**config.mk**
```make
export PLATFORM = sky130hd
export DESIGN_NAME = alu_op_sequencer_flat
export DESIGN_NICKNAME = d
export VERILOG_FILES = /design/src/rtl/alu_op_sequencer_if.sv /design/src/rtl/alu_op_sequencer.sv /design/src/flat_wrapper.sv
export SDC_FILE = /design/constraint.sdc
export NUM_CORES = 1
export LEC_CHECK = 0
export ABC_AREA = 1
export BUFFER_PORTS_ARGS = -buffer_cell sky130_fd_sc_hd__buf_2
export CELL_PAD_IN_SITES_DETAIL_PLACEMENT = 2
export CELL_PAD_IN_SITES_GLOBAL_PLACEMENT = 2
export CORE_MARGIN = 2
export CORE_UTILIZATION = 23
export DETAILED_ROUTE_END_ITERATION = 8
export PLACE_DENSITY = 0.73
export SLEW_MARGIN = 10
export SYNTH_ARGS = -nofsm -noshare
export SYNTH_HDL_FRONTEND = slang
export SYNTH_SLANG_ARGS = --single-unit
```
**constraint.sdc**
```tcl
create_clock -name Clock -period 1.5 [get_ports Clock]
set_input_delay 0.3 -clock Clock [delete_from_list [all_inputs] [get_ports Clock]]
set_output_delay 0.3 -clock Clock [all_outputs]
set_load 0.01 [all_outputs]
```
**src/rtl/alu_op_sequencer_if.sv**
```systemverilog
// Handshake and control bundle between the instruction
// source, the ALU microsequencer and the datapath.
interface alu_op_sequencer_if;
  logic       InstrValid;
  logic       InstrReady;
  logic [1:0] InstructionCode;
  logic       R1in;
  logic       R1out;
  logic       R2in;
  logic       R2out;
  logic       Add;
  logic       Sub;
  logic       Mul;
  logic       Div;
  logic       SelectY;
  logic       Yin;
  logic       Zin;
  logic       Zout;
  logic       Done;
  logic       Busy;

  modport master (
    output InstrValid, InstructionCode,
    input  InstrReady,
    input  R1in, R1out, R2in, R2out,
    input  Add, Sub, Mul, Div,
    input  SelectY, Yin, Zin, Zout,
    input  Done, Busy
  );

  modport slave (
    input  InstrValid, InstructionCode,
    output InstrReady,
    output R1in, R1out, R2in, R2out,
    output Add, Sub, Mul, Div,
    output SelectY, Yin, Zin, Zout,
    output Done, Busy
  );
endinterface

```
**src/rtl/alu_op_sequencer.sv**
```systemverilog
// Hardwired Moore microsequencer for the single-bus
// R1/R2/Y/Z datapath: R1 <- R1 op R2 per accepted instruction.
module alu_op_sequencer #(
  parameter int MULDIV_CYCLES = 4,
  parameter int CNT_W         = 3
) (
  input logic Clock,
  input logic Reset,
  alu_op_sequencer_if.slave bus
);

  typedef enum logic [1:0] {
    IDLE,
    LOAD_Y,
    EXEC,
    WRITE
  } state_t;

  localparam logic [CNT_W-1:0] LAST =
    CNT_W'(MULDIV_CYCLES - 1);

  state_t           st_q, st_d;
  logic [1:0]       op_q, op_d;
  logic [CNT_W-1:0] cnt_q, cnt_d;
  logic             acc;
  logic             last;

  assign bus.InstrReady = (st_q == IDLE) & ~Reset;
  assign acc  = bus.InstrValid & bus.InstrReady;
  // Add/Sub finish in one EXEC cycle; Mul/Div run to LAST
  assign last = ~op_q[1] | (cnt_q == LAST);

  // State, latched opcode and execute counter registers
  always_ff @(posedge Clock) begin
    if (Reset) begin
      st_q  <= IDLE;
      op_q  <= 2'b00;
      cnt_q <= '0;
    end else begin
      st_q  <= st_d;
      op_q  <= op_d;
      cnt_q <= cnt_d;
    end
  end

  // Next-state, opcode latch and counter update
  always_comb begin
    st_d  = st_q;
    op_d  = op_q;
    cnt_d = cnt_q;
    unique case (st_q)
      IDLE: begin
        if (acc) begin
          st_d = LOAD_Y;
          op_d = bus.InstructionCode;
        end
      end
      LOAD_Y: begin
        st_d  = EXEC;
        cnt_d = '0;
      end
      EXEC: begin
        cnt_d = cnt_q + 1'b1;
        if (last) st_d = WRITE;
      end
      WRITE: st_d = IDLE;
      default: st_d = IDLE;
    endcase
  end

  // Moore output decode from state and latched opcode
  always_comb begin
    bus.R1in    = 1'b0;
    bus.R1out   = 1'b0;
    bus.R2in    = 1'b0;
    bus.R2out   = 1'b0;
    bus.Add     = 1'b0;
    bus.Sub     = 1'b0;
    bus.Mul     = 1'b0;
    bus.Div     = 1'b0;
    bus.SelectY = 1'b0;
    bus.Yin     = 1'b0;
    bus.Zin     = 1'b0;
    bus.Zout    = 1'b0;
    bus.Done    = 1'b0;
    bus.Busy    = (st_q != IDLE);
    unique case (1'b1)
      (st_q == LOAD_Y): begin
        bus.R1out = 1'b1;
        bus.Yin   = 1'b1;
      end
      (st_q == EXEC): begin
        bus.R2out   = 1'b1;
        bus.SelectY = 1'b1;
        bus.Zin     = last;
        bus.Add     = (op_q == 2'b00);
        bus.Sub     = (op_q == 2'b01);
        bus.Mul     = (op_q == 2'b10);
        bus.Div     = (op_q == 2'b11);
      end
      (st_q == WRITE): begin
        bus.Zout = 1'b1;
        bus.R1in = 1'b1;
        bus.Done = 1'b1;
      end
      default: ;
    endcase
  end

endmodule

```
**src/flat_wrapper.sv**
```systemverilog
// flat-port wrapper written by rule: the top's interface ports become plain ports
module alu_op_sequencer_flat 
#(
  parameter int MULDIV_CYCLES = 4,
  parameter int CNT_W         = 3
)
  (Clock, Reset, bus_InstrValid, bus_InstructionCode, bus_InstrReady, bus_R1in, bus_R1out, bus_R2in, bus_R2out, bus_Add, bus_Sub, bus_Mul, bus_Div, bus_SelectY, bus_Yin, bus_Zin, bus_Zout, bus_Done, bus_Busy);
  alu_op_sequencer_if bus_i ();
  input logic Clock;
  input logic Reset;
  input wire logic [$bits(bus_i.InstrValid)-1:0] bus_InstrValid;
  input wire logic [$bits(bus_i.InstructionCode)-1:0] bus_InstructionCode;
  output wire logic [$bits(bus_i.InstrReady)-1:0] bus_InstrReady;
  output wire logic [$bits(bus_i.R1in)-1:0] bus_R1in;
  output wire logic [$bits(bus_i.R1out)-1:0] bus_R1out;
  output wire logic [$bits(bus_i.R2in)-1:0] bus_R2in;
  output wire logic [$bits(bus_i.R2out)-1:0] bus_R2out;
  output wire logic [$bits(bus_i.Add)-1:0] bus_Add;
  output wire logic [$bits(bus_i.Sub)-1:0] bus_Sub;
  output wire logic [$bits(bus_i.Mul)-1:0] bus_Mul;
  output wire logic [$bits(bus_i.Div)-1:0] bus_Div;
  output wire logic [$bits(bus_i.SelectY)-1:0] bus_SelectY;
  output wire logic [$bits(bus_i.Yin)-1:0] bus_Yin;
  output wire logic [$bits(bus_i.Zin)-1:0] bus_Zin;
  output wire logic [$bits(bus_i.Zout)-1:0] bus_Zout;
  output wire logic [$bits(bus_i.Done)-1:0] bus_Done;
  output wire logic [$bits(bus_i.Busy)-1:0] bus_Busy;
  assign bus_i.InstrValid = bus_InstrValid;
  assign bus_i.InstructionCode = bus_InstructionCode;
  assign bus_InstrReady = bus_i.InstrReady;
  assign bus_R1in = bus_i.R1in;
  assign bus_R1out = bus_i.R1out;
  assign bus_R2in = bus_i.R2in;
  assign bus_R2out = bus_i.R2out;
  assign bus_Add = bus_i.Add;
  assign bus_Sub = bus_i.Sub;
  assign bus_Mul = bus_i.Mul;
  assign bus_Div = bus_i.Div;
  assign bus_SelectY = bus_i.SelectY;
  assign bus_Yin = bus_i.Yin;
  assign bus_Zin = bus_i.Zin;
  assign bus_Zout = bus_i.Zout;
  assign bus_Done = bus_i.Done;
  assign bus_Busy = bus_i.Busy;
  alu_op_sequencer #(.MULDIV_CYCLES(MULDIV_CYCLES), .CNT_W(CNT_W)) u_core (.Clock(Clock), .Reset(Reset), .bus(bus_i));
endmodule
```
==> results.py, run 1 <==
metrics = {
    "placed_design": {
        "portBuffers": 18,
        "place_congestion": 0.684,
        "post-place-ws_ns": 0.130,
        "hpwlAfterDp_mm": 1.11,
        "placed_cells": 105,
    },
    "synthesis": {
        "yosys_warnings": 0,
        "avgSynthCellArea_sq_um": 7.29,
        "syn_area_sq_um": 467,
        "synth.distinct_cells": 14,
        "yosys.area.top_type_share": 0.300,
        "seq_area_frac_synth": 0.300,
        "synth.largest_area_cell": "dfxtp_1",
        "ys_seq_elements": 7,
        "synth_nets": 76,
        "synthTopCellsByArea": "dfxtp_1 (30%), ha_1 (19%), buf_4 (8.0%)",
        "synth_cells": 64,
    },
    "layout": {
        "antenna_cells": 0,
        "synthToLayoutAreaGrowth_pct": 52.8,
        "final_util": 0.367,
        "n_fill_cell": 236,
        "instances_no_fill": 112,
        "final_layout_size_suffix_gt1_frac": 0.553,
        "final_nets": 98,
    },
    "die": {
        "die_w_microns": 49.0,
        "pin_count": 20,
        "rows": 16,
        "die_area_sq_um": 2410,
        "core_sq_um": 1940,
        "initial_core_util": 0.240,
        "dieHeight_microns": 49.0,
    },
    "routing": {
        "drc_errors": 0,
        "via_per_inst": 4.31,
        "routed_wl_mm": 1.54,
        "drt_iter0_drc": 3,
        "vias": 483,
        "postRouteAntennaNets": 0,
        "first_pass_iters": 4,
        "routedWlPerCell_microns": 13.7,
    },
    "clock_network": {
        "cts.sinks": 7,
        "cts_buffers": 3,
        "htree_levels": 1,
        "cts_tree": "built",
        "hold_buffers": 0,
        "root_buffer": "clkbuf_4",
        "clockBufferDepth": 2,
        "path_clk_slew_ns": 0.06,
        "clk_latency_ns": 0.26,
    },
    "global_routing": {
        "grt_pass1_wl_mm": 2.39,
        "grt_overflow": 0,
        "grt_pass1_vias": 506,
        "grt_max_degree": 7,
        "grt_usage": 0.136,
        "antenna_found_initial": 0,
    },
    "min_path": {
        "worstHoldStart": "bus_InstructionCode[0]",
        "min_path_type": "primary input to register",
    },
    "critical_path": {
        "critPathLaunchType": "register",
        "r2r-start": "u_core.st_q[0]",
        "worstPathArrival_ns": 1.16,
        "critical_path.max_stage_delay_ns": 0.36,
        "slowest_stage": "dfxtp_4",
        "path_buf_inv": 3,
        "cp.required_ns": 1.20,
        "cp_cell_sequence": "inv_6 > ha_4 > inv_6 > nor3_2 > buf_2",
        "end_kind": "primary output",
        "crit_family": "flip-flops",
        "cp_max_fo": 6,
        "setup.worst_path.start": "u_core.st_q[0]",
        "cp_common_cell": "inv_6",
        "path_class": "register to primary output",
    },
    "timing": {
        "finalHoldViolCount": 0,
        "grt_setup_unrepaired": "yes",
        "period_needed_ns": 1.46,
        "period_share": 0.970,
        "finClkSkew_ns": 0.00738,
        "setup_slack_ns": 0.0446,
        "holdWs_ns": 0.288,
        "fmax_ghz": 0.687,
        "slew_violations": 0,
        "setup_viol": 0,
    },
    "run_status": {
        "status": "complete, no violations",
    },
    "power_and_ir_drop": {
        "leakagePower_nw": 0.334,
        "power.total_mw": 1.35,
        "power_density_nw_per_um2": 1900,
        "vdd_ir_drop_max_uv": 653,
    },
    "job": {
        "max-cap-violations": 0,
    },
}
[logic make-up (layout without fill, tap and decap cells)]
| family | count (synthesis) | in the layout | synth area share |
|---|---|---|---|
| simple gates | 25 | 25 | 0.236 |
| buf+inv | 16 | 37 | 0.169 |
| compound gates | 8 | 8 | 0.0992 |
| fa+ha+maj | 7 | 7 | 0.188 |
| flops | 7 | 7 | 0.300 |
| other cells | 1 | 1 | 0.00804 |
[synthesized netlist by cell type]
cell type	number
dfxtp_1	7
o21ai_2	1
inv_1	8
inv_2	3
nand3_1	7
nor2_1	4
ha_1	7
buf_4	5
a211oi_1	1
conb_1	1
nand2_1	9
a21oi_1	6
nor3_1	4
nor2_2	1
[routing by layer]
layer	share of wire	GRT usage	wire, microns
met5	0	0	0
met4	0	0.0429	0
met3	0.032	0.0583	49
met2	0.55	0.240	854
met1	0.41	0.144	635
[registers in the layout, indices dropped and copies added, names as in the netlist]
| signal | flops |
|---|---|
| u_core.cnt_q | 3 |
| u_core.op_q | 2 |
| u_core.st_q | 2 |
[cell usage in the layout (no fill, tap or decap), drive strengths merged]
| cell type | synthesis | routed |
|---|---|---|
| dfxtp | 7 | 7 |
| clkbuf | 0 | 4 |
| nor2 | 5 | 5 |
| ha | 7 | 7 |
| inv | 11 | 11 |
| a21oi | 6 | 6 |
| nor3 | 4 | 4 |
| nand2 | 9 | 9 |
| buf | 5 | 22 |
| conb | 1 | 1 |
| nand3 | 7 | 7 |
| a211oi | 1 | 1 |
| o21ai | 1 | 1 |
[worst reg2reg max path, delay by kind of cell (launching register included)]
family | cells | cell delay, ns
and+or+nand+nor | 2 | 0.22
adders and majority gates | 1 | 0.16
buffers and inverters | 2 | 0.22
DFF | 1 | 0.36
AOI/OAI and AO/OA | 1 | 0.21
[per-stage QoR]
step	area (sq um)	TNS, ns
global placement	561	0
CTS	682	0
floorplan	467	0
global route	713	-0.0737
finish	713	0
detailed placement	561	0
[final timing paths]
| kind | to | slack [ns] | cells past startpoint |
|---|---|---|---|
| max reg2reg | u_core.st_q[1] | 0.20 | 6 |
| min | u_core.op_q[0] | 0.29 | 3 |
| min reg2reg | u_core.cnt_q[2] | 0.46 | 2 |
| max | bus_Mul | 0.04 | 5 |
[layout make-up]
| type | count | area [sq um] | area share |
|---|---|---|---|
| multi-input cells | 41 | 327 | 0.458 |
| flip-flops and latches | 7 | 149 | 0.209 |
| clock buffers | 4 | 26.3 | 0.0368 |
| inverters | 11 | 51.3 | 0.0719 |
| repair buffers | 22 | 126 | 0.177 |
| well taps | 27 | 33.8 | 0.0474 |
[repair_timing]
item | in CTS | in global routing
pin swaps | 3 | 3
hold endpoints to repair | 0 | 0
resized for setup | 22 | 6
endpoints found under the setup margin | 9 | 9
setup buffers | 2 | 1
[power breakdown]
group | leakage, nW | internal [mW] | switching (mW)
Sequential | 0.0595 | 0.247 | 0.0707
Clock | 0.0150 | 0.102 | 0.0801
Combinational | 0.260 | 0.367 | 0.488
Total | 0.334 | 0.716 | 0.639
(Power assumes the default switching activity.)
==> run 2, diff against run 1 <==
- clock period: 1.5 -> 1.65 ns (I/O delays scaled with it)
==> results.py, run 2 (synthesis results as in run 1) <==
metrics = {
    "global_routing": {
        "grt_max_degree": 8,
        "grt_overflow": 0,
        "grt_pass1_wl_mm": 2.04,
        "antenna_found_initial": 0,
        "grt_usage": 0.112,
        "grt_pass1_vias": 475,
    },
    "timing": {
        "fmax_ghz": 0.641,
        "finClkSkew_ns": 0.00354,
        "setup_viol": 0,
        "period_share": 0.946,
        "period_needed_ns": 1.56,
        "slew_violations": 0,
        "grt_setup_unrepaired": "no",
        "finalHoldViolCount": 0,
    },
    "layout": {
        "final_common_cell": "buf_2",
        "largestRegisters": "u_core.cnt_q: 3 flops, u_core.op_q: 2 flops, u_core.st_q: 2 flops",
        "synthToLayoutAreaGrowth_pct": 34.6,
        "final_util": 0.323,
        "instances_no_fill": 109,
        "final_layout_size_suffix_gt1_frac": 0.451,
        "top_register": "u_core.cnt_q",
        "antenna_cells": 0,
        "n_fill_cell": 242,
        "final_nets": 95,
        "largest_register_ffs": 3,
        "multi_input_area_sq_um": 287,
        "regArea_sq_um": 143,
        "final_cell_mix": "buf_2 (18), nand2_1 (9), nand3_1 (7)",
    },
    "routing": {
        "routedWlPerCell_microns": 11.3,
        "drt_iter0_drc": 1,
        "wl_met3_microns": 48,
        "dr_wl_met2_microns": 646,
        "highest_layer": "met4",
        "via_per_inst": 4.28,
        "drc_errors": 0,
        "first_pass_iters": 2,
        "vias": 466,
        "wl_met1_microns": 521,
        "postRouteAntennaNets": 0,
        "routed_wl_mm": 1.23,
    },
    "power_and_ir_drop": {
        "p_switching_mw": 0.496,
        "power.share.switching": 0.472,
        "pwr-share-seq": 0.264,
        "pwr-share-comb": 0.588,
        "vdd_ir_drop_max_uv": 479,
        "leakagePower_nw": 0.312,
        "internal_power_mw": 0.555,
        "power_density_nw_per_um2": 1670,
        "p_clk_frac": 0.148,
    },
    "critical_path": {
        "crit_family": "flip-flops",
        "worstPathArrival_ns": 1.23,
        "ff2ff_path_depth": 6,
        "r2r-start": "u_core.cnt_q[0]",
        "crit_end": "bus_Div",
        "cp.required_ns": 1.32,
        "slowest_stage": "dfxtp_2",
        "critPathLaunchType": "register",
        "reg2reg_slack_ns": 0.42,
        "cp_cell_sequence": "inv_2 > ha_4 > inv_2 > nor3_1 > buf_2",
        "cp_common_cell": "inv_2",
        "setup.worst_path.start": "u_core.st_q[0]",
        "end_kind": "primary output",
        "critical_path.max_stage_delay_ns": 0.34,
        "path_class": "register to primary output",
        "path_buf_inv": 3,
        "crit-reg2reg-capture": "u_core.st_q[1]",
        "path_depth": 5,
        "cp_max_fo": 6,
    },
    "clock_network": {
        "hold_buffers": 0,
        "cts.sinks": 7,
        "path_clk_slew_ns": 0.05,
        "cts_buffers": 3,
        "cts_tree": "built",
        "root_buffer": "clkbuf_4",
        "clk_latency_ns": 0.25,
        "clockBufferDepth": 2,
        "htree_levels": 1,
    },
    "run_status": {
        "status": "complete, no violations",
    },
    "die": {
        "die_area_sq_um": 2410,
        "core_sq_um": 1940,
        "die_w_microns": 49.0,
        "pin_count": 20,
        "rows": 16,
        "dieHeight_microns": 49.0,
        "initial_core_util": 0.240,
    },
    "placed_design": {
        "placed_cells": 104,
        "portBuffers": 18,
        "place_congestion": 0.672,
        "hpwlAfterDp_mm": 1.04,
    },
    "min_path": {
        "worstHoldStart": "bus_InstructionCode[0]",
        "min_path_type": "primary input to register",
    },
    "job": {
        "max-cap-violations": 0,
    },
}
==> run 2: repair_timing <==
item                       4_1_cts  5_1_grt
pin swaps                        0        1
gates resized for setup          4        8
setup endpoints to repair        6        6
setup buffers                    0        1
gates cloned                     0        0
==> run 2: stage by stage <==
step	power, mW	TNS (ns)	setup slack [ns]	cell area [sq um]	hold slack, ns
5_1_grt	1.17	0	0.0102	628	0.333
3_5_place_dp	0.827	0	0.0964	553	0.466
2_1_floorplan	0.662	0	0.236	467	0.399
4_1_cts	1.03	-0.0107	-0.0107	594	0.314
3_3_place_gp	0.803	0	0.231	553	0.458
6_report	1.05	0	0.0888	628	0.317
==> run 2: worst min path at each step <==
stage	endpoint	slack (ns)	cells after the start
6_report	u_core.op_q[0]	0.32	3
5_1_grt	u_core.op_q[0]	0.33	3
4_1_cts	u_core.op_q[0]	0.31	3
3_5_place_dp	u_core.cnt_q[2]	0.47	2
3_3_place_gp	u_core.cnt_q[2]	0.46	2
2_1_floorplan	u_core.cnt_q[1]	0.40	1
==> run 2: final cells by class <==
class	instances	share of cell area
clock buffer	4	0.0418
inverter	11	0.0657
multi-input combinational	41	0.456
sequential	7	0.227
tap	27	0.0538
timing repair buffer	19	0.155
==> run 2: per-layer routing <==
metal / up-vias / track usage
li1: 236 / -
met3: 2 / 0.0460
met5: - / 0
met1: 217 / 0.115
met2: 11 / 0.208
met4: 0 / 0.0286
==> run 2: tightest hold or removal path, cell delays in order <==
cell,delay [ns]
buf_2,0.07
nand3_1,0.07
nand2_1,0.06
==> run 2: power groups by stage <==
| stage | clock network, mW | logic (mW) | registers (mW) |
|---|---|---|---|
| final | 0.155 | 0.618 | 0.277 |
| after global routing | 0.168 | 0.714 | 0.287 |
| after CTS | 0.163 | 0.600 | 0.265 |
| after detailed placement | 0 | 0.564 | 0.263 |
| after global placement | 0 | 0.544 | 0.259 |
| after floorplan | 0 | 0.414 | 0.248 |
